### config.mk
export PLATFORM = sky130hd
export DESIGN_NAME = mem_wb_reg
export DESIGN_NICKNAME = d
export VERILOG_FILES = /design/src/rtl/mem_wb_reg.sv
export SDC_FILE = /design/constraint.sdc
export NUM_CORES = 1
export LEC_CHECK = 0
export ABC_AREA = 1
export CAP_MARGIN = 20
export CORE_ASPECT_RATIO = 1.5
export CORE_UTILIZATION = 39
export CTS_BUF_LIST = sky130_fd_sc_hd__clkbuf_8
export CTS_CLUSTER_DIAMETER = 60
export DETAILED_ROUTE_END_ITERATION = 16
export PLACE_DENSITY = 0.78
export SYNTH_ARGS = -nofsm -noshare
export SYNTH_HDL_FRONTEND = slang
export SYNTH_SLANG_ARGS = --single-unit
### constraint.sdc
create_clock -name clk -period 1.3 [get_ports clk]
set_input_delay 0.325 -clock clk [delete_from_list [all_inputs] [get_ports clk]]
set_output_delay 0.325 -clock clk [all_outputs]
set_load 0.1 [all_outputs]
### src/rtl/mem_wb_reg.sv
// MEM/WB pipeline register: captures ALU result/destination and completes BRAM loads
// (align + extend). Optional misalignment flag enabled by defining MEM_WB_MISALIGN_EN.
module mem_wb_reg #(
  parameter int unsigned DATA_W     = 32,
  parameter int unsigned REG_ADDR_W = 5,
  parameter int unsigned MEMOP_W    = 3
) (
  input  logic                  clk,
  input  logic                  reset,
  input  logic                  stall,
  input  logic                  flush,
  input  logic                  mem_en,
  input  logic [MEMOP_W-1:0]    mem_op,
  input  logic [DATA_W-1:0]     mem_out,
  input  logic [1:0]            mem_addr_lo,
  input  logic [REG_ADDR_W-1:0] dst_addr,
  input  logic                  gpr_we,
  input  logic [DATA_W-1:0]     bram_rd_data,
`ifdef MEM_WB_MISALIGN_EN
  output logic                  miss_align,
`endif
  output logic                  wb_en,
  output logic [REG_ADDR_W-1:0] wb_dst_addr,
  output logic                  wb_gpr_we,
  output logic [DATA_W-1:0]     wb_out
);

  // Memory-op codes; SB has no writeback or alignment effect here and is issued as NOP.
  localparam logic [MEMOP_W-1:0] OP_NOP = MEMOP_W'(0);
  localparam logic [MEMOP_W-1:0] OP_LB  = MEMOP_W'(1);
  localparam logic [MEMOP_W-1:0] OP_LH  = MEMOP_W'(2);
  localparam logic [MEMOP_W-1:0] OP_LW  = MEMOP_W'(3);
  localparam logic [MEMOP_W-1:0] OP_LBU = MEMOP_W'(4);
  localparam logic [MEMOP_W-1:0] OP_LHU = MEMOP_W'(5);
  localparam logic [MEMOP_W-1:0] OP_SH  = MEMOP_W'(6);
  localparam logic [MEMOP_W-1:0] OP_SW  = MEMOP_W'(7);

  logic                  en_q,  en_d;
  logic [REG_ADDR_W-1:0] dst_q, dst_d;
  logic                  we_q,  we_d;
  logic [MEMOP_W-1:0]    op_q,  op_d;
  logic [1:0]            off_q, off_d;
  logic [DATA_W-1:0]     out_q, out_d;
  logic                  mis_q, mis_d;
  logic [MEMOP_W-1:0]    op_in;
  logic                  mis_in;

  always_comb begin
    op_in  = mem_en ? mem_op : OP_NOP;
    mis_in = 1'b0;
`ifdef MEM_WB_MISALIGN_EN
    if ((op_in == OP_LW || op_in == OP_SW) && mem_addr_lo != 2'b00)
      mis_in = 1'b1;
    if ((op_in == OP_LH || op_in == OP_LHU || op_in == OP_SH) && mem_addr_lo[0])
      mis_in = 1'b1;
`endif

    en_d  = en_q;
    dst_d = dst_q;
    we_d  = we_q;
    op_d  = op_q;
    off_d = off_q;
    out_d = out_q;
    mis_d = mis_q;
    if (flush) begin
      en_d  = 1'b0;
      dst_d = '0;
      we_d  = 1'b0;
      op_d  = OP_NOP;
      off_d = '0;
      out_d = '0;
      mis_d = 1'b0;
    end else if (!stall) begin
      en_d  = mem_en;
      dst_d = dst_addr;
      we_d  = gpr_we & mem_en & ~mis_in;
      op_d  = op_in;
      off_d = mem_addr_lo;
      out_d = mem_out;
      mis_d = mis_in;
    end
  end

  always_ff @(posedge clk) begin
    if (reset) begin
      en_q  <= 1'b0;
      dst_q <= '0;
      we_q  <= 1'b0;
      op_q  <= OP_NOP;
      off_q <= '0;
      out_q <= '0;
      mis_q <= 1'b0;
    end else begin
      en_q  <= en_d;
      dst_q <= dst_d;
      we_q  <= we_d;
      op_q  <= op_d;
      off_q <= off_d;
      out_q <= out_d;
      mis_q <= mis_d;
    end
  end

  logic [15:0] half_sel;
  logic [7:0]  byte_sel;

  always_comb begin
    half_sel = off_q[1] ? bram_rd_data[31:16] : bram_rd_data[15:0];
    case (off_q)
      2'd0:    byte_sel = bram_rd_data[7:0];
      2'd1:    byte_sel = bram_rd_data[15:8];
      2'd2:    byte_sel = bram_rd_data[23:16];
      default: byte_sel = bram_rd_data[31:24];
    endcase

    case (op_q)
      OP_LW:   wb_out = bram_rd_data;
      OP_LH:   wb_out = {{(DATA_W-16){half_sel[15]}}, half_sel};
      OP_LHU:  wb_out = {{(DATA_W-16){1'b0}}, half_sel};
      OP_LB:   wb_out = {{(DATA_W-8){byte_sel[7]}}, byte_sel};
      OP_LBU:  wb_out = {{(DATA_W-8){1'b0}}, byte_sel};
      default: wb_out = out_q;
    endcase
  end

  assign wb_en       = en_q;
  assign wb_dst_addr = dst_q;
  assign wb_gpr_we   = we_q;
`ifdef MEM_WB_MISALIGN_EN
  assign miss_align  = mis_q;
`else
  logic unused_mis;
  assign unused_mis = mis_q;
`endif

endmodule

==> flow_summary.ini, run 1 <==
[sta]
setup_tns_ns = -21.82
rsz0062_at_grt = true
fmax_mhz = 481
tightestPinTransition_ns = 0.248
min_period_ns = 2.08
drv_slew = 0
setup_slack_ns = -0.780
hold_viol = 0
fin_crit_sh = 1.60
clock_skew_ns = 0
finalSetupViolCount = 32
relSlewSlack = 0.834

[floorplan]
die_w_um = 70.1
core-area_sq_mm = 0.00662
pin_count = 119
dieArea_sq_mm = 0.00729
die_y_um = 104
rows = 36
start_util = 0.409

[global_route]
grtUsageMet2 = 0.496
grtUsageMet1 = 0.316
grt_pass1_wl_um = 17100
grt_util_met3 = 0.0562
antenna_found_initial = 0
grt_pass1_vias = 3808
grt.total_usage = 0.289
overflow = 0
grt_max_degree = 32
grt_busiest_layer = met2

[setup_path]
startpoint = op_q[1]
arrival_ns = 1.75
path_class = reg2out
cp_max_fo = 7
cp.required_ns = 0.98
timing.rr.start = off_q[0]
start_kind = flop
end_kind = primary output

[logic_synthesis]
synth_nets = 521
synthXorXnorAreaFrac = 0
ys_top_cells_by_count = 169 x nand2_1, 60 x nand4_1, 47 x a21oi_1, 44 x dfxtp_1, 22 x inv_1
synth-seq-cells = 44
ys_types = 24
yosysMostFrequentCell = nand2_1
yosys_warnings = 0
synth_area_sq_mm = 0.00271
synth_fa_ha_area_frac = 0
synth-simple-area-share = 0.459
synthCells = 441
synth_top_family_by_area = simple AND/OR/NAND/NOR gates
netlist.area_leader.share = 0.325
synth-edff-count = 0
avgSynthCellArea_sq_um = 6.15
synth_area_leaders = dfxtp_1 33%, nand2_1 23%, nand4_1 14%
synthFlopType = dfxtp_1
yosysSeqAreaShare = 0.325
synth.area.mux_share = 0
async_reset_ff_frac = 0
yosys.area.top_type = dfxtp_1
synth_compound_area_frac = 0.120

[cells_and_area]
syn2layout_area_growth_pct = 88.6
drive_gt1_frac = 0.240
final_area_sq_mm = 0.00511
layout.nets = 676
diodes = 0
instances_no_fill = 673

[min_path]
hold_class = reg2reg
holdCritStartpoint = out_q[23]

[place]
dp_hpwl_um = 7850
dp_slack_ns = -0.737
gp_congestion = 0.937
io_buffers = 118
dpl_cell_area_sq_mm = 0.00481
dp.cells = 657

[run]
max-cap-violations = 0

[run_status]
outcome = finished, violations left
failed_checks = setup timing

[detailed_routing]
wl_um = 11300
antenna_left = 0
drtIter0Drc = 395
dr.pass1.iters = 6
dr_total_vias = 3940
wl_per_cell_um = 16.8
drc = 0
vias_per_cell = 5.85

[cts]
cts-root-buf = clkbuf_8
htreeDepth = 2
clk_latency_ns = 0.29
cts_tree = built
holdBufCountCts = 0
clock_sinks = 44
clockBufferDepth = 2
cts_buffers = 5
clk_pin_slew_ns = 0.09

[power]
p_per_area_mw_per_mm2 = 784
p_leak_nw = 2.21
max-vdd-ir-drop_v = 0.000698
registers in the layout (all words and copies together) (netlist names):
signal,cells
off_q,2
op_q,3
out_q,32
wb_dst_addr,5
wb_en,1
wb_gpr_we,1
metrics by stage:
stage / hold slack [ns] / total power (W) / util
final: 0.470 / 0.00401 / 0.772
after global routing: 0.488 / 0.00413 / 0.772
after CTS: 0.468 / 0.00397 / 0.754
after detailed placement: 0.454 / 0.00294 / 0.726
after global placement: 0.448 / 0.00292 / 0.726
after floorplan: 0.437 / 0.00222 / -
layout by cell type (no fill, tap or decap):
cell	instances
buf_6	10
nand2_2	3
clkbuf_16	2
nand3_4	4
a21oi_1	47
nor2_1	20
inv_4	3
nand3_2	3
buf_4	43
a22oi_2	1
a211oi_1	2
nand2_1	164
o21ai_1	2
dfxtp_1	39
o211ai_1	2
buf_8	1
inv_2	4
nand4_1	60
clkinv_2	1
clkdlybuf4s50_1	76
o21a_1	1
nand2_4	3
nand4_4	1
nor2_4	1
bufinv_16	1
dfxtp_4	5
inv_1	21
o21ai_2	3
or2_2	1
clkbuf_8	5
dlygate4sd2_1	3
buf_12	47
o21ai_0	3
nand3_1	14
nor2_2	1
final timing paths:
path	endpoint	slack [ns]	cells after the start
max	wb_out[15]	-0.78	7
min reg2reg	out_q[23]	0.47	2
min	out_q[23]	0.47	2
max reg2reg	off_q[0]	0.19	4
worst max-delay path, stage by stage (launching register included):
cell and delay, ns:
dfxtp_4 0.39, inv_4 0.06, o21ai_2 0.18, nand2_4 0.11, buf_4 0.18, nand4_1 0.11
nand4_1 0.19, buf_12 0.23
cell families after synthesis:
family	count (synthesis)
flip-flops	44
AO/OA/AOI/OAI	61
buffers and inverters	61
AND/OR/NAND/NOR	275
layer usage:
metal / up-vias / wire length, um
met3: 69 / 961
met5: - / 0
met1: 1797 / 3870
met2: 277 / 5730
li1: 1797 / -
met4: 0 / 757
what timing repair did:
item | in CTS | in global routing
setup endpoints to repair | 32 | 32
pin swaps | 18 | 15
cloned | 1 | 3
gates resized for setup | 21 | 14
buffers inserted | 3 | 1
layout make-up:
class | count | area, sq um
multi-input combinational | 336 | 1670
timing repair buffer | 182 | 2230
tap | 76 | 95.1
clock buffer | 5 | 68.8
inverter | 27 | 109
clock inverter | 3 | 38.8
fill | 443 | 1510
sequential | 44 | 900
power breakdown:
group	switching, W	internal, W
clock	0.000485	0.000563
sequential	0.0000355	0.00138
combinational	0.000877	0.000665
total	0.00140	0.00261
Note: power is estimated with default switching activity, not from simulation.
==> inputs of run 2 (changes only) <==
Settings changed: ABC_CLOCK_PERIOD_IN_PS from default to 1300.
==> results of run 2 <==
Same layout as run 1: the final DEF is identical, and so are final timing and power.
